$ cat config.mk
export PLATFORM = sky130hd
export DESIGN_NAME = tx_frame_arbiter
export DESIGN_NICKNAME = d
export VERILOG_FILES = /design/src/rtl/tx_frame_arbiter.sv
export SDC_FILE = /design/constraint.sdc
export NUM_CORES = 1
export LEC_CHECK = 0
export ABC_AREA = 1
export CAP_MARGIN = 30
export CORE_MARGIN = 3
export CORE_UTILIZATION = 51
export DETAILED_ROUTE_END_ITERATION = 10
export GPL_TIMING_DRIVEN = 0
export HOLD_SLACK_MARGIN = 0.12
export PLACE_DENSITY = 0.84
export SYNTH_ARGS = -nofsm -noshare
export SYNTH_HDL_FRONTEND = slang
export SYNTH_SLANG_ARGS = --single-unit
export TNS_END_PERCENT = 100
$ cat constraint.sdc
create_clock -name clk_50mhz_phased -period 3.45 [get_ports clk_50mhz_phased]
set_input_delay 0.5175 -clock clk_50mhz_phased [delete_from_list [all_inputs] [get_ports clk_50mhz_phased]]
set_output_delay 0.5175 -clock clk_50mhz_phased [all_outputs]
set_load 0.05 [all_outputs]
$ cat src/rtl/tx_frame_arbiter.sv
// tx_frame_arbiter: round-robin, whole-frame arbiter in front of the RMII transmit scheduler.
// Muxes the granted source onto tx_sof/tx_data and appends the eof marker beat.
//
// state  | meaning
// S_IDLE | no owner, tx_* quiet, waiting for any src_req
// S_SOF  | owner granted, tx_sof held until the scheduler takes byte 0
// S_DATA | streaming owner bytes, one per tx_ack
// S_EOF  | presenting the eof marker beat
module tx_frame_arbiter #(
  parameter int N         = 2,
  parameter int MAX_BYTES = 1500
) (
  input  logic           clk_50mhz_phased,
  input  logic           rst_n,
  input  logic [N-1:0]   src_req,
  input  logic [N*8-1:0] src_data,
  input  logic [N-1:0]   src_valid,
  input  logic [N-1:0]   src_last,
  output logic [N-1:0]   src_ack,
  output logic [N-1:0]   grant,
  output logic           tx_valid,
  output logic [7:0]     tx_data,
  output logic           tx_sof,
  output logic           tx_eof,
  input  logic           tx_ack,
  output logic [15:0]    frame_count,
  output logic           err_underrun,
  output logic           err_oversize
);
  localparam int          IW       = (N > 1) ? $clog2(N) : 1;
  localparam logic [10:0] LAST_CNT = 11'(MAX_BYTES - 1);

  typedef enum logic [1:0] {S_IDLE, S_SOF, S_DATA, S_EOF} state_t;
  state_t state, state_nxt;

  logic [IW-1:0] last_grant, grant_idx, pick_idx;
  logic [N-1:0]  pick_oh;
  logic          pick_found;
  logic [10:0]   byte_cnt;
  logic [7:0]    sel_data;
  logic          sel_valid, sel_last;
  logic          in_frame, take_byte, underrun, oversize;

  // Highest offset first so the smallest offset after last_grant wins.
  always_comb begin
    pick_found = 1'b0;
    pick_idx   = '0;
    pick_oh    = '0;
    for (int i = N; i >= 1; i--) begin
      for (int j = 0; j < N; j++) begin
        if (src_req[j] && (j == (int'(last_grant) + i) % N)) begin
          pick_found = 1'b1;
          pick_idx   = IW'(j);
          pick_oh    = '0;
          pick_oh[j] = 1'b1;
        end
      end
    end
  end

  always_comb begin
    sel_data  = '0;
    sel_valid = 1'b0;
    sel_last  = 1'b0;
    for (int i = 0; i < N; i++) begin
      if (grant[i]) begin
        sel_data  = src_data[8*i +: 8];
        sel_valid = src_valid[i];
        sel_last  = src_last[i];
      end
    end
  end

  assign in_frame  = (state == S_SOF) || (state == S_DATA);
  assign take_byte = in_frame && tx_ack && sel_valid;
  assign underrun  = in_frame && tx_ack && !sel_valid;
  // byte_cnt counts bytes already passed, so the MAX_BYTES-th byte sees MAX_BYTES-1.
  assign oversize  = (state == S_DATA) && take_byte && !sel_last && (byte_cnt == LAST_CNT);

  always_ff @(posedge clk_50mhz_phased or negedge rst_n) begin
    if (!rst_n) state <= S_IDLE;
    else        state <= state_nxt;
  end

  always_comb begin
    state_nxt = state;
    case (state)
      S_IDLE: if (pick_found) state_nxt = S_SOF;
      S_SOF, S_DATA: begin
        if (underrun || (take_byte && (sel_last || oversize))) state_nxt = S_EOF;
        else if (take_byte)                                    state_nxt = S_DATA;
      end
      S_EOF:  if (tx_ack) state_nxt = S_IDLE;
      default: state_nxt = S_IDLE;
    endcase
  end

  always_comb begin
    tx_valid = 1'b0;
    tx_data  = '0;
    tx_sof   = 1'b0;
    tx_eof   = 1'b0;
    src_ack  = '0;
    case (state)
      S_SOF, S_DATA: begin
        tx_valid = sel_valid;
        tx_data  = sel_data;
        tx_sof   = (state == S_SOF);
        if (take_byte) src_ack = grant;
      end
      S_EOF: begin
        tx_valid = 1'b1;
        tx_eof   = 1'b1;
      end
      default: ;
    endcase
  end

  always_ff @(posedge clk_50mhz_phased or negedge rst_n) begin
    if (!rst_n) begin
      grant        <= '0;
      grant_idx    <= '0;
      last_grant   <= IW'(N - 1);
      byte_cnt     <= '0;
      frame_count  <= '0;
      err_underrun <= 1'b0;
      err_oversize <= 1'b0;
    end else begin
      if (state == S_IDLE && pick_found) begin
        grant     <= pick_oh;
        grant_idx <= pick_idx;
        byte_cnt  <= '0;
      end
      if (take_byte) byte_cnt <= byte_cnt + 11'd1;
      if (underrun)  err_underrun <= 1'b1;
      if (oversize)  err_oversize <= 1'b1;
      if (state == S_EOF && tx_ack) begin
        grant       <= '0;
        last_grant  <= grant_idx;
        frame_count <= frame_count + 16'd1;
      end
    end
  end

endmodule

Yosys cells after proc, flatten, opt, wreduce, memory -nomap -nowiden

Cells that the tools add are included.

Flip-flop bits (word level): 35
Logic and storage cells: 80
Input port bits: 25
Output and inout port bits: 33

Equality and inequality tests: 9
Reductions and logical operators: 25
Bitwise operators: 2
Muxes and demuxes: 32
Add/subtract/negate cells: 4

Operators with widths:

| cell                                                                  | count |
|---|---|
| 32-bit logical NOT                                                    | 2 |
| 8-bit two-way mux                                                     | 3 |
| 11-bit two-way mux                                                    | 2 |
| 2-bit two-way mux                                                     | 11 |
| 16-bit by 1-bit adder with 16-bit output, second input constant       | 1 |
| 1-bit two-way mux                                                     | 14 |
| 1-bit logical AND                                                     | 13 |
| 11-bit by 1-bit adder with 11-bit output, second input constant       | 1 |
| 11-bit equality test, second input constant                           | 1 |
| 2-bit case mux with 3 select lines                                    | 1 |
| 2-bit equality test, first input constant                             | 2 |
| 2-bit equality test, second input constant                            | 2 |
| 2-bit inequality test, second input constant                          | 2 |
| 2-bit nonzero test                                                    | 2 |
| 1-bit logical OR                                                      | 3 |
| 3-bit inequality test, second input constant                          | 1 |
| 3-bit AND reduction                                                   | 1 |
| 1-bit adder, second input constant                                    | 2 |
| 1-bit bitwise AND, first input constant                               | 2 |
| 2-bit by 1-bit equality test with 1-bit output, second input constant | 1 |
| 1-bit logical NOT                                                     | 2 |
| 2-bit logical NOT                                                     | 1 |
| 1-bit case mux with 2 select lines                                    | 1 |
| 2-bit OR reduction                                                    | 1 |

Longest topological paths before layout

Depth in word-level cells: 12
Gate-level depth with buffers: 9

Least setup slack after synthesis

Ideal clock, no wire load.

Path kind: register to output
Start point: reg state[0]
End point: out tx_valid
Buffers on the path: 0
Required time: 2.932 ns
Slack: 0.753 ns
Arrival time: 2.180 ns
Stages on the path, launching flop included: 4
Cells stage by stage: dfrtp_1 -> ha_1 -> nor2_1 -> nor3_1

Longest elaborated chain between the ends: 3

RTL lines:

| what                                                                                  | line | text |
|---|---|---|
| from (decl)                                                                           | 34   | `state_t state, state_nxt;` |
| from (signal assigned)                                                                | 82   | `else state <= state_nxt;` |
| 2-bit by 1-bit equality test with 1-bit output or 2-bit equality test (tied branches) | 104  | `case (state)` |
| 2-bit OR reduction                                                                    | 104  |  |
| 1-bit case mux with 2 select lines (*)                                                | 104  |  |
| to (decl)                                                                             | 21   | `output logic tx_valid,` |

Every way passes the cells marked *; elsewhere a longest branch is shown, timed or not.

Final worst setup path

Start point: reg state[0]
End point: out src_ack[1]

Longest elaborated chain between the ends: 6

RTL lines:

| what                                                                                  | line    | text |
|---|---|---|
| 2-bit by 1-bit equality test with 1-bit output or 2-bit equality test (tied branches) | 74, 104 |  |
| 1-bit logical OR                                                                      | 74      | `assign in_frame = (state == S_SOF) \|\| (state == S_DATA);` |
| 1-bit logical AND (2 in series)                                                       | 75      | `assign take_byte = in_frame && tx_ack && sel_valid;` |
| 2-bit two-way mux                                                                     | 109     | `if (take_byte) src_ack = grant;` |
| 2-bit two-way mux (*)                                                                 | 104     |  |
| to (decl)                                                                             | 19      | `output logic [N-1:0] src_ack,` |

Marks and branches as above.

==> impl_metrics.py <==
metrics = {
    "synth": {
        "ys_seq_area_share_pct": 43.0,
        "yosysWarnings": 0,
        "synth_cells": 263,
        "synth.area.mux_share_pct": 0,
        "synth-adder-area-share_pct": 4.30,
        "synth_xor_area_share_pct": 5.59,
        "syn-num-nets": 295,
        "synth_top_family_by_area": "simple AND/OR/NAND/NOR gates",
        "ys_types": 28,
        "synth_top_cell_by_area": "dfrtp_1",
        "yosys.area_share.simple_pct": 28.7,
        "syn_avg_cell_area_um2": 7.75,
        "yosys-top-cells-area": "dfrtp_1 42%, nand2_1 12%, inv_1 6.4%",
        "synth_top_area_share_pct": 41.7,
        "netlist_area_um2": 2040,
        "synth_compound_area_share_pct": 10.8,
        "ys_ff_latch": 35,
    },
    "job": {
        "max_cap_viol_count": 0,
    },
    "sta": {
        "hold_violations": 0,
        "finalSetupViolations": 0,
        "fmax_ghz": 0.325,
        "skew_ns": 0.00670,
        "rsz0062_at_grt": "false",
        "relSlewSlack_pct": 48.0,
        "worst_hold_slack_ns": 0.292,
        "finalCritPeriodShare_pct": 89.2,
        "maxSlewViolCount": 0,
        "fin_setup_tns_ns": 0,
        "tightest_slew_ns": 0.780,
        "fin_crit_ns": 3.08,
    },
    "route": {
        "antenna_left": 0,
        "post_drt_wl_per_cell_um": 12.8,
        "num_vias": 1890,
        "route.detailed.drc": 0,
        "drt_iter0_drc": 91,
        "via_per_inst": 5.03,
        "dr.pass1.iters": 4,
        "routed_wl_um": 4820,
    },
    "critical_path": {
        "startpoint_type": "register",
        "slowest_delay_ns": 0.80,
        "rr_startpoint": "state[0]$_DFFE_PN0P_",
        "crit_chain": "inv_1, ha_1, nand2_1, inv_1, nand2_2, inv_1, nand2_1, inv_1, clkdlybuf4s50_1",
        "crit_type": "reg2out",
        "worst_path_most_repeated_cell": "inv_1",
        "crit_arrival_ns": 2.56,
        "reg2reg_depth": 9,
        "ff2ff_setup_slack_ns": 1.70,
        "r2r-end": "byte_cnt[9]$_DFFE_PN0P_",
        "path_max_fanout": 6,
        "required_ns": 2.93,
        "endpoint_kind": "output port",
        "startpoint": "state[0]$_DFFE_PN0P_",
        "cpMaxStageDelayCell": "clkdlybuf4s50_1",
        "crit_end": "src_ack[1]",
    },
    "floorplanning": {
        "rows": 22,
        "die_h_um": 69.2,
        "die_w_um": 69.2,
        "ios": 58,
        "coreArea_um2": 3740,
        "die_area_um2": 4790,
        "initial_core_util_pct": 54.4,
    },
    "layout": {
        "final_cell_mix": "65 x nand2_1, 56 x clkdlybuf4s50_1, 35 x inv_1, 34 x dfrtp_1, 26 x nor2_1",
        "syn_to_final_growth_pct": 36.5,
        "antenna_cells": 0,
        "nets": 359,
        "multi_input_area_um2": 1010,
        "final_common_cell": "nand2_1",
        "register_area_um2": 877,
        "drive_gt1_share_pct": 7.32,
        "n_fill_cell": 288,
    },
    "power": {
        "power_mw": 2.17,
        "ir_drop_mv": 0.591,
        "p_per_area_nw_per_um2": 779,
        "leakagePower_nw": 1.30,
    },
    "grt": {
        "grt_max_degree": 36,
        "grt_pass1_vias": 1892,
        "antenna_found_initial": 0,
        "grt_pass1_wl_um": 8710,
        "gr-total-overflow": 0,
        "track_usage_pct": 22.2,
    },
    "clocking": {
        "cts_root_buf": "clkbuf_8",
        "cts_hold_buf": 0,
        "post_cts_resized": 0,
        "cts.sinks": 35,
        "post_cts_buffers": 0,
        "cts.clk_slew.worst_paths_ns": 0.07,
        "cts_buffer_depth": 2,
        "htree_levels": 2,
        "cts_made_buffers": 5,
        "clock_latency_ns": 0.30,
        "cts_tree": "done",
    },
    "placed_design": {
        "hpwl_um": 3660,
        "place.gp.congestion": 0.768,
        "numPortBuffers": 57,
    },
    "status": {
        "status": "finished clean",
    },
    "hold_path": {
        "hold_path.class": "in2async",
    },
}
flip-flops by register name (all words and copies together), names as in the netlist:
signal	count
byte_cnt	11
err_oversize	1
err_underrun	1
frame_count	16
grant	2
grant_idx	1
last_grant	1
state	2
synthesized netlist by cell type (all sizes together):
cell type,number
clkinv,1
a31oi,1
inv,36
a31o,1
o211ai,1
buf,2
o21bai,1
a21oi,18
dfstp,1
nand4,4
xnor2,3
a22o,1
nor3b,1
o21ai,15
nand2,71
nor3,10
xor2,10
nand3,14
dfrtp,34
ha,7
o22ai,2
nor2,29
metal layers:
metal | global-route usage, % | vias up | routed length [um]
li1 | - | 967 | -
met1 | 29.9 | 886 | 2190
met2 | 35.4 | 32 | 2410
met3 | 5.07 | 5 | 179
met4 | 7.38 | 0 | 37
met5 | 0 | - | 0
cells by family (layout without fill, tap and decap cells):
kind of cell               after synthesis  in the layout
AOI/OAI and AO/OA                       40             40
adders and majority gates                7              7
buffers and inverters                   39            104
xor gates and xnor gates                13             13
DFF                                     35             35
and+or+nand+nor                        129            129
metrics by stage:
stage / setup slack, ns / util [%] / cell area, um2 / cells
2_1_floorplan: 0.753 / - / 2040 / 263
3_3_place_gp: 0.442 / 71.3 / 2670 / 368
3_5_place_dp: 0.407 / 71.2 / 2660 / 368
4_1_cts: 0.365 / 74.3 / 2780 / 376
5_1_grt: 0.170 / 74.3 / 2780 / 376
6_report: 0.371 / 74.3 / 2780 / 376
layout make-up:
| type | instances | share of cell area [%] |
|---|---|---|
| multi-input cells | 189 | 36.2 |
| flip-flops and latches | 35 | 31.5 |
| repair buffers | 57 | 20.3 |
| inverters | 37 | 4.99 |
| clock buffers | 6 | 2.97 |
| well taps | 48 | 2.16 |
| clock inverters | 2 | 1.26 |
| plain buffers | 2 | 0.540 |
critical path: cells and delay by family (launching register included):
kind	cells	cell delay, ns
buffers and inverters	5	1.26
adder cells (fa/ha/maj)	1	0.34
flip-flops	1	0.40
AND/OR/NAND/NOR	3	0.27
power breakdown:
group          internal, mW  switching (mW)  total (mW)  leakage [nW]
clock                 0.234           0.155       0.388        0.0612
combinational         0.370           0.807        1.18         0.781
sequential            0.503          0.0988       0.602         0.457
total                  1.11            1.06        2.17          1.30
worst min path at each step:
| stage | end | slack (ns) | cells past startpoint |
|---|---|---|---|
| 2_1_floorplan | byte_cnt[0]$_DFFE_PN0P_ | 0.22 | 0 |
| 3_3_place_gp | err_oversize$_DFFE_PN0P_ | 0.45 | 1 |
| 3_5_place_dp | err_oversize$_DFFE_PN0P_ | 0.46 | 1 |
| 4_1_cts | byte_cnt[0]$_DFFE_PN0P_ | 0.31 | 1 |
| 5_1_grt | byte_cnt[3]$_DFFE_PN0P_ | 0.35 | 1 |
| 6_report | byte_cnt[0]$_DFFE_PN0P_ | 0.29 | 1 |
No activity file was read; power rests on OpenSTA's default activity.
